<file path="config.mk">
export PLATFORM = sky130hd
export DESIGN_NAME = sram_bridge_s16
export DESIGN_NICKNAME = d
export VERILOG_FILES = /design/src/rtl/sram_bridge_pkg.sv /design/src/rtl/sramb_wait_ctr.sv /design/src/rtl/sram_bridge_s16.sv
export SDC_FILE = /design/constraint.sdc
export NUM_CORES = 1
export LEC_CHECK = 0
export BUFFER_PORTS_ARGS = -buffer_cell sky130_fd_sc_hd__buf_4
export CAP_MARGIN = 40
export CORE_AREA = 2 2 61 120
export DETAILED_ROUTE_END_ITERATION = 8
export DIE_AREA = 0 0 63 122
export GPL_TIMING_DRIVEN = 1
export PLACE_DENSITY = 0.77
export SYNTH_ARGS = -nofsm -noshare
export SYNTH_HDL_FRONTEND = slang
export SYNTH_HIERARCHICAL = 1
export SYNTH_SLANG_ARGS = --single-unit
export TNS_END_PERCENT = 20
</file>
<file path="constraint.sdc">
create_clock -name clk_i -period 5.85 [get_ports clk_i]
set_input_delay 0.585 -clock clk_i [delete_from_list [all_inputs] [get_ports clk_i]]
set_output_delay 0.585 -clock clk_i [all_outputs]
set_load 0.005 [all_outputs]
</file>
<file path="src/rtl/sram_bridge_pkg.sv">
// Shared types and constants for the STEAMER16X4 cellular-RAM bridge.
// State encoding, byte-lane constants and the wait counter width.
package sram_bridge_pkg;

    localparam int WAIT_W = 4;

    localparam logic [1:0] SEL_HI   = 2'b10;
    localparam logic [1:0] SEL_LO   = 2'b01;
    localparam logic [1:0] SEL_WORD = 2'b11;

    typedef enum logic [1:0] {
        ST_IDLE   = 2'd0,
        ST_ACCESS = 2'd1,
        ST_ACK    = 2'd2,
        ST_POST   = 2'd3
    } state_e;

    function automatic logic [15:0] lane_mask(input logic [1:0] sel);
        return {{8{sel[1]}}, {8{sel[0]}}};
    endfunction

endpackage

</file>
<file path="src/rtl/sramb_wait_ctr.sv">
// Loadable down-counter with zero flag and synchronous clear,
// used to time how long the SRAM strobes stay asserted.
module sramb_wait_ctr
    import sram_bridge_pkg::*;
#(
    parameter int W = WAIT_W
) (
    input  logic         clk_i,
    input  logic         res_i,
    input  logic         clr_i,
    input  logic         load_i,
    input  logic [W-1:0] load_val_i,
    input  logic         dec_i,
    output logic         zero_o
);

    logic [W-1:0] cnt_q;
    logic [W-1:0] cnt_d;

    always_comb begin
        cnt_d = cnt_q;
        if (clr_i) begin
            cnt_d = '0;
        end else if (load_i) begin
            cnt_d = load_val_i;
        end else if (dec_i && (cnt_q != '0)) begin
            cnt_d = cnt_q - 1'b1;
        end
    end

    always_ff @(posedge clk_i) begin
        if (res_i) begin
            cnt_q <= '0;
        end else begin
            cnt_q <= cnt_d;
        end
    end

    assign zero_o = (cnt_q == '0);

endmodule

</file>
<file path="src/rtl/sram_bridge_s16.sv">
// Wishbone-classic responder driving the Nexys2 16-bit cellular RAM.
// Define SRAMB_POSTED_WRITE_EN to acknowledge writes early (posted).
module sram_bridge_s16
    import sram_bridge_pkg::*;
#(
    parameter int WAIT_STATES = 4,
    parameter int RAM_ADR_HI  = 23
) (
    input  logic                  clk_i,
    input  logic                  res_i,
    input  logic [14:0]           adr_i,
    input  logic                  we_i,
    input  logic                  cyc_i,
    input  logic                  stb_i,
    input  logic [1:0]            sel_i,
    input  logic                  vda_i,
    input  logic                  vpa_i,
    input  logic [15:0]           dat_i,
    output logic                  ack_o,
    output logic [15:0]           dat_o,
    output logic [RAM_ADR_HI-1:0] sram_adr_o,
    output logic                  sram_ce_n_o,
    output logic                  sram_oe_n_o,
    output logic                  sram_we_n_o,
    output logic                  sram_ub_n_o,
    output logic                  sram_lb_n_o,
    output logic [15:0]           sram_dq_o,
    output logic                  sram_dq_oe_o,
    input  logic [15:0]           sram_dq_i
);

`ifdef SRAMB_POSTED_WRITE_EN
    localparam logic POSTED = 1'b1;
`else
    localparam logic POSTED = 1'b0;
`endif

    state_e      state_q, state_d;
    logic [14:0] adr_q, adr_d;
    logic        we_q, we_d;
    logic [1:0]  sel_q, sel_d;
    logic [15:0] wdat_q, wdat_d;
    logic        posted_q, posted_d;
    logic        abort_q, abort_d;
    logic        ack_q, ack_d;
    logic [15:0] dat_q, dat_d;
    logic        ce_n_q, ce_n_d;
    logic        oe_n_q, oe_n_d;
    logic        we_n_q, we_n_d;
    logic        ub_n_q, ub_n_d;
    logic        lb_n_q, lb_n_d;
    logic        dq_oe_q, dq_oe_d;
    logic [1:0]  dbg_unused_q;

    logic req;
    logic capture;
    logic cnt_load;
    logic cnt_dec;
    logic cnt_clr;
    logic cnt_zero;

    assign req = cyc_i & stb_i;

    sramb_wait_ctr #(
        .W(WAIT_W)
    ) u_wait_ctr (
        .clk_i     (clk_i),
        .res_i     (res_i),
        .clr_i     (cnt_clr),
        .load_i    (cnt_load),
        .load_val_i(WAIT_W'(WAIT_STATES)),
        .dec_i     (cnt_dec),
        .zero_o    (cnt_zero)
    );

    always_comb begin
        state_d  = state_q;
        adr_d    = adr_q;
        we_d     = we_q;
        sel_d    = sel_q;
        wdat_d   = wdat_q;
        posted_d = posted_q;
        abort_d  = abort_q;
        ack_d    = 1'b0;
        dat_d    = dat_q;
        ce_n_d   = ce_n_q;
        oe_n_d   = oe_n_q;
        we_n_d   = we_n_q;
        ub_n_d   = ub_n_q;
        lb_n_d   = lb_n_q;
        dq_oe_d  = dq_oe_q;
        capture  = 1'b0;
        cnt_load = 1'b0;
        cnt_dec  = 1'b0;
        cnt_clr  = 1'b0;

        unique case (state_q)
            ST_IDLE: begin
                if (req) begin
                    capture  = 1'b1;
                    cnt_load = 1'b1;
                    adr_d    = adr_i;
                    we_d     = we_i;
                    sel_d    = sel_i;
                    wdat_d   = dat_i;
                    posted_d = POSTED & we_i;
                    abort_d  = 1'b0;
                    ce_n_d   = 1'b0;
                    ub_n_d   = ~sel_i[1];
                    lb_n_d   = ~sel_i[0];
                    oe_n_d   = we_i;
                    we_n_d   = ~we_i;
                    dq_oe_d  = we_i;
                    state_d  = (POSTED && we_i) ? ST_POST : ST_ACCESS;
                end
            end
            ST_POST, ST_ACCESS: begin
                // A posted write acknowledges on leaving POST; the SRAM
                // cycle then keeps running with no further bus dependency.
                if (state_q == ST_POST) begin
                    ack_d = 1'b1;
                end
                if (state_q == ST_ACCESS && !req && !posted_q) begin
                    abort_d = 1'b1;
                end
                if (cnt_zero) begin
                    state_d = ST_ACK;
                    ce_n_d  = 1'b1;
                    oe_n_d  = 1'b1;
                    we_n_d  = 1'b1;
                    if (state_q == ST_ACCESS && !posted_q &&
                        !abort_q && req) begin
                        ack_d = 1'b1;
                        if (!we_q) begin
                            dat_d = sram_dq_i & lane_mask(sel_q);
                        end
                    end
                end else begin
                    cnt_dec = 1'b1;
                    state_d = ST_ACCESS;
                end
            end
            ST_ACK: begin
                state_d = ST_IDLE;
                ub_n_d  = 1'b1;
                lb_n_d  = 1'b1;
                dq_oe_d = 1'b0;
                cnt_clr = 1'b1;
            end
            default: begin
                state_d = ST_IDLE;
            end
        endcase
    end

    always_ff @(posedge clk_i) begin
        if (res_i) begin
            state_q  <= ST_IDLE;
            adr_q    <= '0;
            we_q     <= 1'b0;
            sel_q    <= '0;
            wdat_q   <= '0;
            posted_q <= 1'b0;
            abort_q  <= 1'b0;
            ack_q    <= 1'b0;
            dat_q    <= '0;
            ce_n_q   <= 1'b1;
            oe_n_q   <= 1'b1;
            we_n_q   <= 1'b1;
            ub_n_q   <= 1'b1;
            lb_n_q   <= 1'b1;
            dq_oe_q  <= 1'b0;
        end else begin
            state_q  <= state_d;
            adr_q    <= adr_d;
            we_q     <= we_d;
            sel_q    <= sel_d;
            wdat_q   <= wdat_d;
            posted_q <= posted_d;
            abort_q  <= abort_d;
            ack_q    <= ack_d;
            dat_q    <= dat_d;
            ce_n_q   <= ce_n_d;
            oe_n_q   <= oe_n_d;
            we_n_q   <= we_n_d;
            ub_n_q   <= ub_n_d;
            lb_n_q   <= lb_n_d;
            dq_oe_q  <= dq_oe_d;
        end
    end

    // Access qualifiers are kept only for probing with a logic analyser.
    always_ff @(posedge clk_i) begin
        if (res_i) begin
            dbg_unused_q <= '0;
        end else if (capture) begin
            dbg_unused_q <= {vda_i, vpa_i};
        end
    end

    assign ack_o        = ack_q;
    assign dat_o        = dat_q;
    assign sram_adr_o   = {{(RAM_ADR_HI - 15){1'b0}}, adr_q};
    assign sram_ce_n_o  = ce_n_q;
    assign sram_oe_n_o  = oe_n_q;
    assign sram_we_n_o  = we_n_q;
    assign sram_ub_n_o  = ub_n_q;
    assign sram_lb_n_o  = lb_n_q;
    assign sram_dq_o    = wdat_q;
    assign sram_dq_oe_o = dq_oe_q;

endmodule

</file>
Word-level counts from Yosys, hierarchy flattened
Cells that the tools add are included.
- $add $sub $neg: 1
- $mul: 0
- divide/modulo/power cells: 0
- magnitude comparators: 0
- eq/ne operators: 6
- shifts and indexed selects: 0
- muxes and demuxes: 27
- bitwise gates (word level): 7
- reductions and logical operators: 21
- operators with widths (operator ; count):
    AND 16 bit ; 1
    2-to-1 mux 1 bit ; 15
    case mux 1 bit (2 select lines) ; 7
    2-to-1 mux 3 bit ; 2
    != test 2 bit (second input constant) ; 3
    case mux 2 bit (3 select lines) ; 1
    AND reduction 3 bit ; 2
    nonzero test 2 bit ; 3
    OR reduction 2 bit ; 3
    inverter 1 bit ; 5
    equality test 2 bit (second input constant) ; 2
    logical AND 1 bit ; 4
    zero test 4 bit ; 1
    2-to-1 mux 2 bit ; 2
    AND reduction 2 bit ; 2
    AND reduction 4 bit ; 1
    nonzero test 4 bit ; 1
    subtractor 4 x 1 -> 4 bit (second input constant) ; 1
    OR reduction 3 bit ; 1
    equality test 2 x 1 -> 1 bit (second input constant) ; 1
    zero test 1 bit ; 2
    zero test 2 bit ; 1
    AND 1 bit ; 1
- register bits after elaboration: 64
- bits in latches: 0
- RAM bits: 0
- memory bits (read-only): 0
- input port bits: 56
- output and inout bits: 62
- word-level logic and storage cells: 78
- memories: 0

Longest topological paths before layout
Gate-level depths: netlist (run 1).
- depth after elaboration: 6
- gate-level depth with buffers: 8
- gate-level depth less buffers: 8

Hierarchy
The synthesis (run 1) kept the hierarchy.
- modules (own cells, without submodules) (module ; times used ; cells an instance ; area each (µm²) ; sequential area each (µm²)):
    sram_bridge_s16 ; 1 ; 291 ; 2363.5 ; 1201.2
    sramb_wait_ctr ; 1 ; 31 ; 256.5 ; 80.1

Worst setup path after synthesis (run 1)
OpenSTA, ideal clock, no wires.
- kind: reg-to-reg
- start point: reg u_wait_ctr.cnt_q[0]
- end point: reg u_wait_ctr.cnt_q[3]
- library setup time: 0.123 ns
- arrival: 1.799 ns
- data required time: 5.727 ns
- path slack: 3.928 ns
- cell stages (with the launch flop): 9
- path buffers: 0
- clock period less this slack: 1.922 ns
- cell sequence: dfxtp_1 > inv_1 > ha_1 > or3b_4 > clkinv_2 > nor2b_1 > nor4b_2 > mux2i_1 > a21oi_1
- cells in the longest elaborated chain, start to end: 4
- elaborated cells between the ends (all ways): 6
- classes of those cells: add/sub (1); mux (2); reduce/logical (3)
- ends and longest elaborated chain (what ; RTL line ; text):
    start: declaration ; sramb_wait_ctr.sv:17 ; logic [W-1:0] cnt_q;
    start signal: assignment ; sramb_wait_ctr.sv:35 ; cnt_q <= cnt_d;
    zero test 4 bit ; sramb_wait_ctr.sv:39 ; assign zero_o = (cnt_q == '0);
    named net cnt_zero ; sram_bridge_s16.sv:60 ; logic cnt_zero;
    2-to-1 mux 1 bit ; sram_bridge_s16.sv:126 ; if (cnt_zero) begin
    2-to-1 mux 1 bit ; sram_bridge_s16.sv:97 ; unique case (state_q)
    named net cnt_dec ; sram_bridge_s16.sv:58 ; logic cnt_dec;
    logical AND 1 bit ; sramb_wait_ctr.sv:26 ; end else if (dec_i && (cnt_q != '0)) begin
The timed path passes the listed nets, and every way through them passes these cells.
A chain may end at the register's enable or synchronous reset.

Final worst setup path (run 1)
Ends and elaborated chain as after synthesis.

==> impl_metrics.yaml, run 1 <==
global_route:
  grtUsageTotal_pct: 16.6
  antenna_found_initial: 0
  grt_pass1_vias: 2221
  grt_pass1_wl_mm: 9.99
  grt_max_degree: 61
  grt-ovfl-total: 0
yosys:
  yosysUniqueCellTypes: 38
  synth-main-ff-cell: "dfxtp_1"
  synth_area_sq_um: 2620
  postSynthCellCount: 322
  synth_top_cell_area_share_pct: 48.9
  synthArstFlopShare_pct: 0
  synth_edf_count: 0
  synth.area.top_cells: "dfxtp_1 (49%), nand2_1 (13%), a21oi_1 (11%)"
  yosys.area.top_type: "dfxtp_1"
  synthTopCellsByCount: "nand2_1 (90), dfxtp_1 (64), a21oi_1 (55), o21ai_0 (21), or3_1 (16)"
  seq_area_frac_synth_pct: 48.9
  syn_avg_cell_area_sq_um: 8.14
  synth_warnings: 6
  ys_seq_elements: 64
  yosysMostFrequentCell: "nand2_1"
clock_tree:
  clock_sinks: 64
  clk_latency_ps: 320
  cts-hold-fix-buffers: 0
  cts.clk_slew.worst_paths_ps: 50
  cts-root-buf: "clkbuf_16"
  cts_setup_buffers: 0
  cts_resized: 0
  htree_levels: 3
  clockBufferDepth: 2
  cts_inserted_buffers: 9
  cts_tree: "done"
detailed_routing:
  ant_nets: 0
  dr.first_iter.drc_count: 157
  firstDrtPassIters: 4
  num_vias: 2395
  drc_errors: 0
  wl_mm: 6.14
  vias_per_cell: 4.66
  wl_per_cell_microns: 11.9
timing:
  fin_crit_sh_pct: 37.6
  slew_headroom_pct: 58.1
  setup_viol: 0
  hold_violations: 0
  finalSetupTns_ps: 0
  rsz0062_at_grt: "no"
  finalMaxSlewViolations: 0
  skew_ps: 5.63
  worstMarginPinSlew_ps: 628
  period_minus_slack_ps: 2200
  fmaxAchievable_mhz: 455
layout:
  syn_to_final_growth_pct: 42.8
  n_antenna_cell: 0
  stdcell_area_sq_um: 3740
  final_util_pct: 54.8
  drive_gt1_share_pct: 31.4
  nNetsFinal: 477
  fill_cells: 662
power_and_ir_drop:
  power_frac_comb_pct: 10.4
  ir_drop_mv: 0.252
  p_int_uw: 932
  p_leak_nw: 1.58
  powerDensity_nw_per_um2: 316
  p_clk_share_pct: 50.1
  seq_power_share_pct: 39.6
  switchingPower_uw: 251
  swShare_pct: 21.2
placed_design:
  dp_hpwl_mm: 4.07
  place_area_sq_um: 3400
  place_congestion: 0.776
  port-buffer-count: 107
worst_setup_path:
  reg2reg_depth: 8
  cp-end-kind: "flip-flop"
  cp_data_required_time_ps: 6060
  start_kind: "flip-flop"
  cp_slowest_cell: "nor2b_1"
  regToRegSetupSlack_ps: 3650
  arrival_ps: 2400
  path_cells: "inv_1 > ha_1 > or3b_4 > clkinv_2 > nor2b_1 > nor4b_2 > mux2i_1 > a21oi_1"
  worstSetupPathType: "reg -> reg"
  critPathMaxStageDelay_ps: 410
  critPathMaxFanout: 7
floorplanning:
  start_util_pct: 38.3
  io_pins: 118
  fp.coreArea_sq_um: 6830
  die-area_sq_um: 7690
  std_cell_rows: 43
  die-height_microns: 122
  die_w_microns: 63
worst_hold_path:
  min_path_cells: 2
  hold_path_class: "reg -> reg"
run:
  cap_viol_max_count: 0
outcome:
  outcome: "completed"
## state kept, by name, indices dropped and copies added (netlist names)
signal,cells
dat_o,16
sram_dq_o,16
adr_q,15
u_wait_ctr/cnt_q,4
sel_q,2
state_q,2
abort_q,1
ack_o,1
sram_ce_n_o,1
sram_dq_oe_o,1
sram_lb_n_o,1
sram_oe_n_o,1
sram_ub_n_o,1
sram_we_n_o,1
we_q,1
## worst max-delay path, delay by kind of cell, from the launching register on
family | cells | cell delay (ps)
fa+ha+maj | 1 | 230
simple gates | 3 | 980
mux | 1 | 220
compound gates | 1 | 80
flops | 1 | 380
buf+inv | 2 | 200
## cell families (layout without fill, tap and decap cells)
logic type	Yosys count	after routing	share of synthesized area, %
adder cells (fa/ha/maj)	1	1	0.477
flip-flops	64	64	48.9
AO/OA/AOI/OAI	86	86	17.7
AND/OR/NAND/NOR	130	130	24.1
buffers and inverters	38	130	8.17
other	2	12	0.287
multiplexers	1	1	0.382
## per-layer routing
layer	vias to the layer above	wire [microns]	share of wire, %	global-route usage (%)
met4	0	133	2.2	9.58
met5	-	0	0	0
li1	1251	-	-	-
met2	102	2600	42	23.3
met1	1032	2690	44	20.2
met3	10	721	12	8.31
## stage by stage
step | hold WS, ps | worst slack, ps | power, mW | instances
2_1_floorplan | 437 | 3930 | 0.546 | 332
3_3_place_gp | 441 | 3690 | 0.598 | 499
3_5_place_dp | 447 | 3660 | 0.600 | 499
4_1_cts | 454 | 3640 | 1.20 | 514
5_1_grt | 477 | 3510 | 1.23 | 514
6_report | 451 | 3650 | 1.18 | 514
## worst paths after layout
check,from,endpoint
max,u_wait_ctr/cnt_q[0],u_wait_ctr/cnt_q[3]
min,sram_dq_o[4],sram_dq_o[4]
max reg2reg,u_wait_ctr/cnt_q[0],u_wait_ctr/cnt_q[3]
min reg2reg,sram_dq_o[4],sram_dq_o[4]
## layout make-up
type                            count  area, sq um  share of cell area (%)
Sequential cell                    64         1280                    34.2
Timing Repair Buffer              108          811                    21.7
Inverter                            7         30.0                   0.802
Multi-Input combinational cell    230         1170                    31.2
Clock inverter                      2         60.1                    1.60
Tap cell                           90          113                    3.01
Clock buffer                       13          280                    7.49
## cells in the final DEF (no fill, tap or decap), types with 2 or more instances in the layout
cell,n
nor2_1,8
a21oi_1,55
dfxtp_1,64
buf_4,108
o21ai_0,21
clkbuf_8,4
nand3_1,3
or3_1,16
conb_1,12
o21bai_1,2
o211ai_1,2
clkbuf_16,9
bufinv_16,2
inv_1,5
nand3b_1,2
nand2_1,90
## power by group through the flow
stage | registers [mW] | logic, mW | clock network (mW)
after CTS | 0.468 | 0.124 | 0.605
after global routing | 0.470 | 0.137 | 0.625
after global placement | 0.476 | 0.122 | 0
after floorplan | 0.475 | 0.0709 | 0
final | 0.468 | 0.123 | 0.593
after detailed placement | 0.477 | 0.123 | 0
(Power assumes the default switching activity.)
==> run 2: changes to the inputs <==
ABC_AREA = 1   (was unset)
CORE_AREA = 2 2 62 122   (was 2 2 61 120)
DIE_AREA = 0 0 64 124   (was 0 0 63 122)
clock period = 2.1 ns   (was 5.85 ns; I/O delays follow)
==> run 2 against run 1 <==
  * Sequential power grew to 2.8 times the previous value
  * Highest routed layer unchanged
  * Cell area increased by 3.4%
  * Final cell count rose by 17%
  * Setup slack got worse by 3200 ps
  * Non-clock buffer count grew 5
  * Combinational power rose to 3.4 times the previous value
==> impl_metrics.yaml, run 2 <==
clock_tree:
  cts_tree: "done"
  clockBufferDepth: 2
  cts_setup_buffers: 0
  cts_inserted_buffers: 9
  cts_resized: 0
  htree_levels: 3
  clk_latency_ps: 320
  clock_sinks: 64
  cts-root-buf: "clkbuf_16"
  cts-hold-fix-buffers: 0
  cts.clk_slew.worst_paths_ps: 50
yosys:
  postSynthCellCount: 396
  synth_top_cell_area_share_pct: 46.9
  synth_warnings: 6
  synth.area.top_cells: "dfxtp_1 (47%), nor2_1 (12%), nand2_1 (12%)"
  synth_edf_count: 0
  synthTopCellsByCount: "nor2_1 (87), nand2_1 (84), dfxtp_1 (64), inv_1 (47), o21ai_0 (37)"
  syn_avg_cell_area_sq_um: 6.90
  synth-main-ff-cell: "dfxtp_1"
  yosys.area.top_type: "dfxtp_1"
  yosysMostFrequentCell: "nor2_1"
  synthArstFlopShare_pct: 0
  seq_area_frac_synth_pct: 46.9
  yosysUniqueCellTypes: 24
  ys_seq_elements: 64
  synth_area_sq_um: 2730
global_route:
  grt-ovfl-total: 0
  grt_pass1_vias: 2552
  grt_max_degree: 38
  antenna_found_initial: 0
  grt_pass1_wl_mm: 10.9
  grtUsageTotal_pct: 17.4
timing:
  period_minus_slack_ps: 1640
  worstMarginPinSlew_ps: 608
  finalSetupTns_ps: 0
  slew_headroom_pct: 59.4
  hold_violations: 0
  skew_ps: 6.23
  rsz0062_at_grt: "no"
  finalMaxSlewViolations: 0
  fin_crit_sh_pct: 78.3
  whs_ps: 128
  timing.final.ws_setup_ps: 456
  setup_viol: 0
  fmaxAchievable_mhz: 608
power_and_ir_drop:
  ir_drop_mv: 0.687
  power_frac_comb_pct: 13.5
  swShare_pct: 23.9
  p_clk_share_pct: 44.2
  powerDensity_nw_per_um2: 810
  p_int_mw: 2.39
  p_leak_nw: 1.91
  switchingPower_uw: 750
  seq_power_share_pct: 42.4
layout:
  drive_gt1_share_pct: 27.1
  layout_commonest_cell: "buf_4"
  fill_cells: 675
  n_antenna_cell: 0
  final_cell_mix: "buf_4 (113), nor2_1 (87), nand2_1 (84)"
  syn_to_final_growth_pct: 41.6
  nNetsFinal: 562
  final_util_pct: 55.7
  layout.cells.non_filler: 600
worst_setup_path:
  start_kind: "flip-flop"
  cp_slowest_cell: "dfxtp_1"
  worstSetupPathType: "reg -> reg"
  critPathMaxFanout: 10
  path_cells: "inv_1 > ha_1 > nand2_1 > inv_1 > nand2_2 > nor2_4 > buf_4 > nand3_1 > nand2_1 > nor2_1"
  cp_data_required_time_ps: 2320
  critPathMaxStageDelay_ps: 300
  arrival_ps: 1860
  cp-end-kind: "flip-flop"
detailed_routing:
  firstDrtPassIters: 6
  wl_per_cell_microns: 11.2
  dr.first_iter.drc_count: 174
  wl_mm: 6.71
  drc_errors: 0
  ant_nets: 0
  top_layer: "met4"
  num_vias: 2723
  met2WireLength_mm: 3.61
  dr_wl_met3_microns: 504
  wl_met1_mm: 2.48
  vias_per_cell: 4.54
floorplanning:
  std_cell_rows: 43
  io_pins: 118
  die_w_microns: 64
  start_util_pct: 39.4
  die-height_microns: 124
  fp.coreArea_sq_um: 6940
  die-area_sq_um: 7940
placed_design:
  dp.cells: 584
  pre_cts_ws_ps: 441
  place_congestion: 0.825
  dp_hpwl_mm: 4.98
  port-buffer-count: 107
worst_hold_path:
  hold_path_class: "in -> reg"
run:
  cap_viol_max_count: 0
outcome:
  outcome: "completed"
-- run 2: cell count changes after synthesis, sizes merged, moves of 4 or more --
cell    previous run  this run
a21oi             55         7
clkbuf            10         6
inv                6        48
nand3              3        26
nor2               8        90
o21ai             22        37
or3               16         0
-- run 2: layer usage --
metal | GRT usage [%] | up-vias
met2 | 32.8 | 90
met4 | 8.56 | 0
li1 | - | 1411
met1 | 16.2 | 1212
met3 | 6.05 | 10
met5 | 0 | -
-- run 2: critical path: cells and delay by family, from the launching register on --
family	cells	cell delay, ps
buffers and inverters	3	400
and+or+nand+nor	6	620
DFF	1	300
adders and majority gates	1	200
-- run 2: kinds of logic after synthesis --
logic type      after synthesis  synth area share, %
compound gates               45                 8.34
flops                        64                 46.9
other cells                   2                0.275
simple gates                210                 31.9
fa+ha+maj                     1                0.458
buf+inv                      74                 12.1
-- run 2: area by class of cell --
type / instances / area, sq um / area share (%)
Multi-Input combinational cell: 268 / 1160 / 29.9
Clock inverter: 3 / 15.0 / 0.388
Clock buffer: 13 / 270 / 6.99
Inverter: 49 / 184 / 4.75
Timing Repair Buffer: 113 / 848 / 21.9
Sequential cell: 64 / 1280 / 33.1
Tap cell: 90 / 113 / 2.91
-- run 2: path summary, 6_finish.rpt --
kind / startpoint / endpoint / slack [ps] / depth (start not counted)
worst max-delay path: u_wait_ctr/cnt_q[0] / dat_o[4] / 460 / 10
worst min register to register: sram_ce_n_o / sram_ce_n_o / 460 / 2
worst min-delay path: res_i / sel_q[1] / 130 / 2
worst max register to register: u_wait_ctr/cnt_q[0] / dat_o[4] / 460 / 10
-- run 2: power by group through the flow --
stage               clock [mW]  combinational [mW]  sequential [mW]
CTS                       1.42               0.426             1.33
finish                    1.38               0.422             1.33
floorplan                    0               0.223             1.35
global route              1.47               0.476             1.34
detailed placement           0               0.425             1.35
global placement             0               0.413             1.35
-- run 2: per-stage QoR --
step / instance area [sq um] / power, mW
after floorplan: 2770 / 1.57
after global placement: 3580 / 1.76
after detailed placement: 3580 / 1.78
after CTS: 3870 / 3.18
after global routing: 3870 / 3.29
final: 3870 / 3.14
==> run 3: changes to the inputs <==
clock period = 1.6 ns   (was 2.1 ns; I/O delays follow)
==> run 3 against run 2 <==
  * Setup slack got worse by 360 ps
  * Critical path depth increased by 1
  * Non-clock buffer count increased by 7
  * Utilization increased by 1.7 points
  * Largest cell class unchanged
==> impl_metrics.yaml, run 3 (same netlist as run 2, synthesis figures left out) <==
outcome:
  outcome: "completed"
placed_design:
  dp.cells: 589
  dp_hpwl_mm: 5.23
  place_area_sq_um: 3620
  place_congestion: 0.808
  port-buffer-count: 107
global_route:
  grt_pass1_wl_mm: 11.0
  antenna_found_initial: 0
  grtUsageTotal_pct: 17.9
  grt-ovfl-total: 0
  grt_pass1_vias: 2595
  grt_max_degree: 33
clock_tree:
  clockBufferDepth: 2
  clk_latency_ps: 320
  cts-hold-fix-buffers: 0
  clock_sinks: 64
  cts_tree: "done"
  htree_levels: 3
  cts_inserted_buffers: 9
  cts.clk_slew.worst_paths_ps: 50
  cts-root-buf: "clkbuf_16"
power_and_ir_drop:
  seq_power_share_pct: 43.1
  ir_drop_mv: 0.697
  powerDensity_nw_per_um2: 1020
  swShare_pct: 24.3
  p_leak_nw: 1.93
  p_clk_share_pct: 41.8
  p_int_mw: 3.07
  switchingPower_uw: 987
  power_frac_comb_pct: 15.1
floorplanning:
  start_util_pct: 39.4
  die-area_sq_um: 7940
  die_w_microns: 64
  std_cell_rows: 43
  io_pins: 118
  die-height_microns: 124
  fp.coreArea_sq_um: 6940
detailed_routing:
  dr.first_iter.drc_count: 172
  ant_nets: 0
  firstDrtPassIters: 4
  wl_per_cell_microns: 11.8
  num_vias: 2755
  drc_errors: 0
  wl_mm: 7.17
  vias_per_cell: 4.54
timing:
  fin_crit_sh_pct: 94.2
  finalMaxSlewViolations: 0
  hold_violations: 0
  period_minus_slack_ps: 1510
  skew_ps: 3.12
  worstMarginPinSlew_ps: 556
  fmaxAchievable_mhz: 663
  setup_viol: 0
  whs_ps: 70.4
  slew_headroom_pct: 62.8
layout:
  nNetsFinal: 571
  ff_latch_area_sq_um: 1280
  final_cell_mix: "buf_4 (118), nor2_1 (87), nand2_1 (79)"
  multiInputGateArea_sq_um: 1230
  fill_cells: 665
  stdcell_area_sq_um: 3980
  syn_to_final_growth_pct: 45.9
  layout_commonest_cell: "buf_4"
  layout.cells.non_filler: 607
  drive_gt1_share_pct: 29.8
  n_antenna_cell: 0
worst_setup_path:
  r2r-end: "dat_o[12]"
  start_kind: "flip-flop"
  cp-startpoint: "u_wait_ctr/cnt_q[0]"
  cp-end-kind: "flip-flop"
  reg2reg_depth: 11
  critPathMaxFanout: 5
  reg2reg_from: "u_wait_ctr/cnt_q[0]"
  worstSetupPathType: "reg -> reg"
  regToRegSetupSlack_ps: 90
  arrival_ps: 1770
  cp_data_required_time_ps: 1860
run:
  cap_viol_max_count: 0
worst_hold_path:
  min_path_cells: 2
  worstHoldStart: "res_i"
  hold_path_class: "in -> reg"
  min_to: "state_q[0]"
[run 3: cell types whose count changed in the layout (fill, tap and decap cells not counted), moves of 3 or more]
cell and delta:
buf_4 +5, nand2_1 -5, nand2_2 +3, inv_1 -3, inv_2 +3
[run 3: cell type report]
| type | instances | share of cell area, % |
|---|---|---|
| clock buffers | 13 | 6.28 |
| clock inverters | 1 | 0.126 |
| inverters | 49 | 4.62 |
| flip-flops and latches | 64 | 32.2 |
| well taps | 90 | 2.83 |
| multi-input cells | 270 | 30.8 |
| repair buffers | 120 | 23.1 |
[run 3: power by group through the flow]
stage	logic, mW	clock network (mW)	registers [mW]
after floorplan	0.293	0	1.77
final	0.611	1.70	1.75
after global placement	0.550	0	1.77
after global routing	0.682	1.83	1.76
after CTS	0.571	1.73	1.75
after detailed placement	0.569	0	1.78
[run 3: repair_timing]
action,in CTS,in global routing
setup endpoints to repair,0,17
buffers inserted,0,2
resized for setup,0,18
[run 3: through the flow]
step / util (%) / setup TNS [ps] / power (mW) / worst slack (ps)
after floorplan: - / 0 / 2.06 / 141
after global placement: 52.2 / 0 / 2.32 / 57.3
after detailed placement: 52.2 / 0 / 2.35 / 23.0
after CTS: 55.9 / 0 / 4.05 / 7.24
after global routing: 57.4 / -18.4 / 4.27 / -18.4
final: 57.4 / 0 / 4.05 / 92.6
[run 3: critical path, stage by stage (launching register included)]
cell and delay, ps:
dfxtp_2 310, inv_2 90, ha_4 160, nand2_4 50
inv_2 80, nand2_4 60, nor2_4 130, buf_12 140
nand3_4 140, nand2_2 120, nand2_1 50, nor2_1 100
[run 3: worst max path at each step]
stage | to | slack (ps) | cells after the start
final | dat_o[12] | 90 | 11
after global routing | dat_o[12] | -20 | 11
after CTS | dat_o[12] | 7 | 10
after detailed placement | dat_o[12] | 20 | 10
after global placement | dat_o[12] | 60 | 9
after floorplan | dat_o[12] | 140 | 10
[run 3: metal layers]
layer / track usage [%] / routed length (microns)
met3: 4.52 / 423
met5: 0 / 0
met1: 16.3 / 2450
met4: 10.2 / 138
met2: 34.8 / 4160
